$ cat src/rtl/image_ram_arbiter_if.sv
// Camera write stream, VGA read path and single-port RAM signals shared by the image RAM arbiter.
interface image_ram_arbiter_if #(
    parameter int unsigned ADDR_W = 14,
    parameter int unsigned DATA_W = 24
);
    logic              w_valid;
    logic              w_sof;
    logic [DATA_W-1:0] w_data;
    logic              w_ready;
    logic              r_req;
    logic [ADDR_W-1:0] r_addr;
    logic              r_valid;
    logic [DATA_W-1:0] r_data;
    logic [ADDR_W-1:0] ram_addr;
    logic [DATA_W-1:0] ram_data;
    logic              ram_wren;
    logic [DATA_W-1:0] ram_q;

    // Client/RAM-model side: drives requests and RAM read data.
    modport master (
        output w_valid, w_sof, w_data, r_req, r_addr, ram_q,
        input  w_ready, r_valid, r_data, ram_addr, ram_data, ram_wren
    );

    // Arbiter side.
    modport slave (
        input  w_valid, w_sof, w_data, r_req, r_addr, ram_q,
        output w_ready, r_valid, r_data, ram_addr, ram_data, ram_wren
    );
endinterface

$ cat src/rtl/image_ram_arbiter.sv
// Image RAM arbiter: VGA reads take priority over camera writes; capture FSM fills one frame.
// Optional macro STALL_CNT_EN adds o_stall_cnt (camera stall cycles while armed/capturing).
module image_ram_arbiter #(
    parameter int unsigned ADDR_W = 14,
    parameter int unsigned DATA_W = 24,
    parameter int unsigned DEPTH  = 16384,
    parameter int unsigned RD_LAT = 1
) (
    input  logic                i_clk,
    input  logic                i_rst_n,
    input  logic                i_capture,
    input  logic                i_abort,
    image_ram_arbiter_if.slave  bus,
    output logic [1:0]          o_state,
    output logic [ADDR_W:0]     o_wr_count,
    output logic                o_frame_done
`ifdef STALL_CNT_EN
    ,
    output logic [15:0]         o_stall_cnt
`endif
);

    localparam int unsigned CNT_W = ADDR_W + 1;
    localparam logic [CNT_W-1:0] LAST_ADDR = CNT_W'(DEPTH - 1);
    localparam logic [CNT_W-1:0] FULL_CNT  = CNT_W'(DEPTH);

    typedef enum logic [1:0] {
        S_IDLE    = 2'd0,
        S_ARMED   = 2'd1,
        S_CAPTURE = 2'd2,
        S_DONE    = 2'd3
    } state_e;

    state_e             state_q, state_d;
    logic [CNT_W-1:0]   wr_addr_q, wr_addr_d;
    logic [RD_LAT-1:0]  rvalid_sr_q, rvalid_sr_d;
    logic               frame_done_q, frame_done_d;
    logic               arm_entry_c;

    logic               w_ready_c;
    logic               accept_c;
    logic               write_en_c;
    logic [ADDR_W-1:0]  wr_target_c;

    // State register and read-valid delay line.
    always_ff @(posedge i_clk or negedge i_rst_n) begin
        if (!i_rst_n) begin
            state_q      <= S_IDLE;
            wr_addr_q    <= '0;
            rvalid_sr_q  <= '0;
            frame_done_q <= 1'b0;
        end else begin
            state_q      <= state_d;
            wr_addr_q    <= wr_addr_d;
            rvalid_sr_q  <= rvalid_sr_d;
            frame_done_q <= frame_done_d;
        end
    end

    // Next-state: abort beats capture, capture beats beat handling.
    always_comb begin
        state_d      = state_q;
        wr_addr_d    = wr_addr_q;
        frame_done_d = 1'b0;
        arm_entry_c  = 1'b0;
        if (i_abort) begin
            state_d   = S_IDLE;
            wr_addr_d = '0;
        end else if (i_capture) begin
            state_d     = S_ARMED;
            wr_addr_d   = '0;
            arm_entry_c = 1'b1;
        end else begin
            case (state_q)
                S_ARMED: begin
                    if (accept_c && bus.w_sof) begin
                        state_d   = S_CAPTURE;
                        wr_addr_d = CNT_W'(1);
                    end
                end
                S_CAPTURE: begin
                    if (accept_c) begin
                        if (bus.w_sof) begin
                            wr_addr_d = CNT_W'(1);
                        end else if (wr_addr_q == LAST_ADDR) begin
                            state_d      = S_DONE;
                            wr_addr_d    = FULL_CNT;
                            frame_done_d = 1'b1;
                        end else begin
                            wr_addr_d = wr_addr_q + CNT_W'(1);
                        end
                    end
                end
                default: ;
            endcase
        end

        rvalid_sr_d    = rvalid_sr_q;
        rvalid_sr_d[0] = bus.r_req;
        for (int i = 1; i < int'(RD_LAT); i++) begin
            rvalid_sr_d[i] = rvalid_sr_q[i-1];
        end
    end

    // Output decode: write acceptance and the address a write lands on (SOF always lands on 0).
    always_comb begin
        w_ready_c   = !bus.r_req && (state_q == S_ARMED || state_q == S_CAPTURE);
        accept_c    = bus.w_valid && w_ready_c;
        write_en_c  = 1'b0;
        wr_target_c = wr_addr_q[ADDR_W-1:0];
        if (accept_c && !i_abort) begin
            case (state_q)
                S_ARMED: begin
                    write_en_c  = bus.w_sof;
                    wr_target_c = '0;
                end
                S_CAPTURE: begin
                    write_en_c = 1'b1;
                    if (bus.w_sof) wr_target_c = '0;
                end
                default: ;
            endcase
        end
    end

    assign bus.w_ready  = w_ready_c;
    assign bus.ram_addr = bus.r_req ? bus.r_addr : wr_target_c;
    assign bus.ram_data = bus.w_data;
    assign bus.ram_wren = write_en_c;
    assign bus.r_valid  = rvalid_sr_q[RD_LAT-1];
    assign bus.r_data   = bus.ram_q;

    assign o_state      = state_q;
    assign o_wr_count   = wr_addr_q;
    assign o_frame_done = frame_done_q;

`ifdef STALL_CNT_EN
    logic [15:0] stall_cnt_q, stall_cnt_d;

    // Saturating count of camera beats held off by reads while armed/capturing.
    always_comb begin
        stall_cnt_d = stall_cnt_q;
        if (arm_entry_c) begin
            stall_cnt_d = '0;
        end else if (bus.w_valid && !w_ready_c &&
                     (state_q == S_ARMED || state_q == S_CAPTURE) &&
                     stall_cnt_q != 16'hFFFF) begin
            stall_cnt_d = stall_cnt_q + 16'd1;
        end
    end

    always_ff @(posedge i_clk or negedge i_rst_n) begin
        if (!i_rst_n) stall_cnt_q <= '0;
        else          stall_cnt_q <= stall_cnt_d;
    end

    assign o_stall_cnt = stall_cnt_q;
`endif

endmodule

$ cat src/flat_wrapper.sv
// flat-port wrapper written by rule: the top's interface ports become plain ports
module image_ram_arbiter_flat 
#(
    parameter int unsigned ADDR_W = 14,
    parameter int unsigned DATA_W = 24,
    parameter int unsigned DEPTH  = 16384,
    parameter int unsigned RD_LAT = 1
)
  (i_clk, i_rst_n, i_capture, i_abort, o_state, o_wr_count, o_frame_done, bus_w_valid, bus_w_sof, bus_w_data, bus_r_req, bus_r_addr, bus_ram_q, bus_w_ready, bus_r_valid, bus_r_data, bus_ram_addr, bus_ram_data, bus_ram_wren);
  image_ram_arbiter_if #(.ADDR_W(ADDR_W), .DATA_W(DATA_W)) bus_i ();
  input  logic i_clk;
  input  logic i_rst_n;
  input  logic i_capture;
  input  logic i_abort;
  output logic [1:0] o_state;
  output logic [ADDR_W:0] o_wr_count;
  output logic o_frame_done;
  input wire logic [$bits(bus_i.w_valid)-1:0] bus_w_valid;
  input wire logic [$bits(bus_i.w_sof)-1:0] bus_w_sof;
  input wire logic [$bits(bus_i.w_data)-1:0] bus_w_data;
  input wire logic [$bits(bus_i.r_req)-1:0] bus_r_req;
  input wire logic [$bits(bus_i.r_addr)-1:0] bus_r_addr;
  input wire logic [$bits(bus_i.ram_q)-1:0] bus_ram_q;
  output wire logic [$bits(bus_i.w_ready)-1:0] bus_w_ready;
  output wire logic [$bits(bus_i.r_valid)-1:0] bus_r_valid;
  output wire logic [$bits(bus_i.r_data)-1:0] bus_r_data;
  output wire logic [$bits(bus_i.ram_addr)-1:0] bus_ram_addr;
  output wire logic [$bits(bus_i.ram_data)-1:0] bus_ram_data;
  output wire logic [$bits(bus_i.ram_wren)-1:0] bus_ram_wren;
  assign bus_i.w_valid = bus_w_valid;
  assign bus_i.w_sof = bus_w_sof;
  assign bus_i.w_data = bus_w_data;
  assign bus_i.r_req = bus_r_req;
  assign bus_i.r_addr = bus_r_addr;
  assign bus_i.ram_q = bus_ram_q;
  assign bus_w_ready = bus_i.w_ready;
  assign bus_r_valid = bus_i.r_valid;
  assign bus_r_data = bus_i.r_data;
  assign bus_ram_addr = bus_i.ram_addr;
  assign bus_ram_data = bus_i.ram_data;
  assign bus_ram_wren = bus_i.ram_wren;
  image_ram_arbiter #(.ADDR_W(ADDR_W), .DATA_W(DATA_W), .DEPTH(DEPTH), .RD_LAT(RD_LAT)) u_core (.i_clk(i_clk), .i_rst_n(i_rst_n), .i_capture(i_capture), .i_abort(i_abort), .bus(bus_i), .o_state(o_state), .o_wr_count(o_wr_count), .o_frame_done(o_frame_done));
endmodule
$ cat config.mk
export PLATFORM = sky130hd
export DESIGN_NAME = image_ram_arbiter_flat
export DESIGN_NICKNAME = d
export VERILOG_FILES = /design/src/rtl/image_ram_arbiter_if.sv /design/src/rtl/image_ram_arbiter.sv /design/src/flat_wrapper.sv
export SDC_FILE = /design/constraint.sdc
export NUM_CORES = 1
export LEC_CHECK = 0
export BUFFER_PORTS_ARGS = -buffer_cell sky130_fd_sc_hd__buf_2
export CAP_MARGIN = 20
export CORE_ASPECT_RATIO = 0.9
export CORE_MARGIN = 4
export CORE_UTILIZATION = 34
export CTS_CLUSTER_SIZE = 24
export DETAILED_ROUTE_END_ITERATION = 7
export PLACE_DENSITY_LB_ADDON = 0.08
export SLEW_MARGIN = 30
export SYNTH_ARGS = -nofsm -noshare
export SYNTH_HDL_FRONTEND = slang
export SYNTH_SLANG_ARGS = --single-unit
$ cat constraint.sdc
create_clock -name i_clk -period 2.2 [get_ports i_clk]
set_input_delay 0.22 -clock i_clk [delete_from_list [all_inputs] [get_ports i_clk]]
set_output_delay 0.22 -clock i_clk [all_outputs]
set_load 0.01 [all_outputs]
### Word level (Yosys, flattened, before mapping)

Cells that the tools add are included.

* $add $sub $neg: 1
* multiplexer cells: 26
* reductions and logical operators: 10
* equality and inequality tests: 7

Operator list (number)
* $mux 15: 6
* $mux 14: 3
* $pmux 15 s2: 1
* $pmux 14 s2: 1
* $add 15x1->15 const B: 1
* $eq 15x14->1 const B: 1
* $mux 2: 6
* $ne 4x3->1 const B: 3
* $mux 1: 7
* $reduce_and 5->1: 1
* $logic_and 1x1->1: 4
* $ne 4x4->1 const B: 1
* $pmux 2 s2: 1
* $reduce_bool 4->1: 1
* $reduce_and 3->1: 1
* $eq 2x1->1 const B: 1
* $eq 2x2->1 const B: 1
* $logic_not 1->1: 2
* $pmux 1 s2: 1
* $logic_or 1x1->1: 1

* output and inout port bits: 83
* input port bits: 69
* logic and storage cells: 48
* register bits: 19

### Longest topological paths before layout

* depth after elaboration: 9
* gate-level depth with buffers: 8

### Worst setup path after synthesis

OpenSTA, ideal clock, no wires.

* path kind: reg2reg
* start point: register u_core.state_q[0], in the netlist u_core.o_state[0]
* end point: register u_core.wr_addr_q[11], in the netlist u_core.o_wr_count[11]
* path slack: 56 ps
* cell stages (with the launch flop): 8
* setup time: 65 ps
* data arrival time: 2079 ps
* cells stage by stage: dfrtp_1 inv_1 ha_1 or3b_1 or4_4 nor2_2 and3_1 a211o_1

* cells in the longest elaborated chain, start to end: 7

RTL lines
* start: declaration: line image_ram_arbiter.sv:34 `state_e state_q, state_d;`
* start signal: assignment: line image_ram_arbiter.sv:53 `state_q <= state_d;`
* $eq 2x1->1 or $eq 2x2->1 (tied branches): line image_ram_arbiter.sv:74, image_ram_arbiter.sv:107
* $logic_or 1x1->1: line image_ram_arbiter.sv:107 `w_ready_c = !bus.r_req && (state_q == S_ARMED || state_q == S_CAPTURE);`
* $logic_and 1x1->1: line image_ram_arbiter.sv:107
* $logic_and 1x1->1: line image_ram_arbiter.sv:108 `accept_c = bus.w_valid && w_ready_c;`
* $logic_and 1x1->1: line image_ram_arbiter.sv:76 `if (accept_c && bus.w_sof) begin`
* $ne 4x3->1 (no line)
* $reduce_and 3->1 (no line)
* end signal: assignment: line image_ram_arbiter.sv:54 `wr_addr_q <= wr_addr_d;`
* end: declaration: line image_ram_arbiter.sv:35 `logic [CNT_W-1:0] wr_addr_q, wr_addr_d;`

Several ways; a longest one is shown, not always the timed one.
A chain may end at the register's enable or synchronous reset.

### Worst setup path in the final report

* start point: register u_core.state_q[0], in the netlist u_core.o_state[0]
* end point: output port bus_ram_addr[4]

* cells in the longest elaborated chain, start to end: 7

RTL lines
* $eq 2x1->1 or $eq 2x2->1 (tied branches): line image_ram_arbiter.sv:107, image_ram_arbiter.sv:112
* $logic_or 1x1->1: line image_ram_arbiter.sv:107
* $logic_and 1x1->1: line image_ram_arbiter.sv:107
* $logic_and 1x1->1: line image_ram_arbiter.sv:108
* $logic_and 1x1->1: line image_ram_arbiter.sv:111 `if (accept_c && !i_abort) begin`
* $mux 14 (*): line image_ram_arbiter.sv:111
* $mux 14 (*): line image_ram_arbiter.sv:127 `assign bus.ram_addr = bus.r_req ? bus.r_addr : wr_target_c;`
* end: declaration: line flat_wrapper.sv:27 `output wire logic [$bits(bus_i.ram_addr)-1:0] bus_ram_addr;`

Every way passes the cells marked *; elsewhere a longest branch is shown, timed or not.

==> impl_metrics.yaml <==
outcome:
  status: "completed"
cells_and_area:
  design_area_mm2: 0.00183
  antenna_cells: 0
  final_cell_mix: "buf_2, dfrtp_1, a22o_1"
  layout_commonest_cell: "buf_2"
  nets: 295
  areaGrowthSynthToFinish_pct: 9.75
  drive_gt1_share_pct: 38.3
logic_synthesis:
  syn_avg_cell_area_um2: 8.22
  synth_seq_cells: 19
  ys_async_sr_fraction_pct: 100
  synth_nets: 275
  synth_area_mm2: 0.00167
  ys_warn_count: 0
  syn_inst: 203
  synth-main-ff-cell: "dfrtp_1"
  ys_types: 38
  synth-edff-count: 0
  yosysSeqAreaShare_pct: 28.5
routing:
  wl_per_cell_um: 17.5
  vias_per_cell: 5.56
  wirelength_um: 4970
  remaining_drc_errors: 0
  vias: 1578
  drtAntennaViolNets: 0
  first_pass_iters: 4
  drt_iter0_markers: 64
critical_path:
  cp_slowest_cell: "dfrtp_1"
  path_common_cell: "buf_4"
  ff2ff_setup_slack_ns: 0.10
  critPathMaxStageDelay_ns: 0.40
  critPathCaptureType: "output port"
  path_depth: 8
  critPathTopFamily: "buffers and inverters"
  cp_cell_sequence: "inv_2, ha_4, buf_4, nor3b_4, a21oi_2, buf_4, a22o_1, buf_2"
  cp-start-kind: "flop"
  critPathRequiredTime_ns: 1.98
  cp.arrival_ns: 1.89
  path_buf_inv: 4
  rr_worst_depth: 7
  r2r-start: "u_core.o_state[0]"
  crit_start: "u_core.o_state[0]"
  critical_path_class: "flop to output port"
  critPathMaxFanout: 5
timing:
  clock_skew_ns: 0.00414
  period_minus_slack_ns: 2.11
  slew_viol_final: 0
  min_period_over_period_pct: 95.9
  hold_ws_ns: 0.208
  setup_viol: 0
  setup_slack_ns: 0.0899
  tightest_slew_ns: 0.525
  setup_tns_ns: 0
  fmax_mhz: 474
  maxSlewHeadroom_pct: 64.7
  hold_viol: 0
clock_network:
  numCtsBuffers: 3
  clk_latency_ns: 0.26
  clock_sinks: 19
  clock_path_buffers: 2
  cts.reportedPaths.clkPinSlew_ns: 0.08
  cts_root_buf: "clkbuf_8"
  cts_tree: "yes"
  h-tree-depth: 1
job:
  cap_violations: 0
place:
  dpl_cell_area_mm2: 0.00174
  portBuffers: 55
  post-place-ws_ns: 0.0832
  globalplace.congestion: 0.822
  hpwl_um: 3710
worst_hold_path:
  hold_depth: 2
  hold_class: "primary input to flop"
  worstHoldStart: "i_abort"
floorplanning:
  num_rows: 23
  fp.dieW_um: 81.8
  core_mm2: 0.00460
  die_h_um: 74.4
  ios: 152
  start_util_pct: 36.2
  dieArea_mm2: 0.00609
global_route:
  grt_max_degree: 20
  grt-ovfl-total: 0
  antenna_found_initial: 0
  grtUsageTotal_pct: 16.7
  grt_pass1_vias: 1571
  grt_pass1_wl_um: 7940
power:
  ir_drop_mv: 0.279
  power_density_mw_per_mm2: 441
  power.leakage_nw: 0.855
layout make-up:
cell class	instances	area (um^2)
inverter	3	11.3
tap	62	77.6
fill	497	2770
sequential	19	475
clock buffer	4	45.0
timing repair buffer	71	402
multi-input combinational	125	820
logic make-up after synthesis:
group / share of synthesized area [%]
flops: 28.5
compound gates: 19.7
buf+inv: 24.3
fa+ha+maj: 2.25
simple gates: 25.2
per-stage QoR:
stage	power, mW	util [%]	std cells
2_1_floorplan	0.546	-	203
3_3_place_gp	0.546	37.8	279
3_5_place_dp	0.547	37.8	279
4_1_cts	0.818	39.3	284
5_1_grt	0.861	39.8	284
6_report	0.806	39.8	284
report_power, final:
part | internal (mW) | leakage, nW | switching (mW) | total (mW)
logic | 0.0862 | 0.570 | 0.111 | 0.197
registers | 0.354 | 0.261 | 0.00412 | 0.358
clock network | 0.129 | 0.0228 | 0.122 | 0.251
total | 0.569 | 0.855 | 0.237 | 0.806
routing by layer:
layer  part of all wire [%]  GRT usage, %  vias to the layer above  routed length, um
met1                     43          22.3                      747               2110
met3                    8.0          4.84                       28                397
met2                     46          24.9                       76               2290
met4                    3.3          7.75                        0                162
li1                       -             -                      727                  -
met5                      0             0                        -                  0
path summary, 6_finish.rpt:
path,end
worst max-delay path,bus_ram_addr[4]
worst min-delay path,u_core.o_state[0]
worst max register to register,u_core.o_wr_count[11]
worst min register to register,u_core.o_wr_count[14]
max in group asynchronous,u_core.o_wr_count[6]
min in group asynchronous,u_core.o_frame_done
synthesized netlist by cell type, types with 2 or more instances:
library cell / instances / area share, %
dfrtp_1: 19 / 29
inv_1: 3 / 0.68
nor3_1: 12 / 3.6
nor2_1: 14 / 3.2
a21oi_1: 13 / 3.9
buf_4: 49 / 22
and3_1: 2 / 0.75
or4_1: 2 / 0.90
nand2_1: 10 / 2.3
a31oi_1: 3 / 1.1
nand3_1: 5 / 1.5
nor4_1: 2 / 0.75
o21ai_0: 10 / 3.0
a21o_1: 2 / 0.90
nor3b_1: 3 / 1.4
or3b_1: 4 / 2.1
a22o_1: 15 / 7.9
nand4_1: 2 / 0.75
clkbuf_1: 7 / 1.6
nand2b_1: 2 / 0.75
nand3b_1: 3 / 1.4
ha_1: 3 / 2.3
or3_1: 3 / 1.1
registers in the layout (all words and copies together), names as in the netlist:
name,cells
u_core.o_wr_count,15
u_core.o_frame_done,1
u_core.bus.r_valid,1
u_core.o_state,2
what timing repair did:
item                                   CTS  global route
pin swaps                                0             1
hold buffers                             1             0
setup buffers                            0             0
gates resized for setup                  2             6
endpoints found under the hold margin   19             0
setup endpoints to repair               14            22
(Power assumes the default switching activity.)
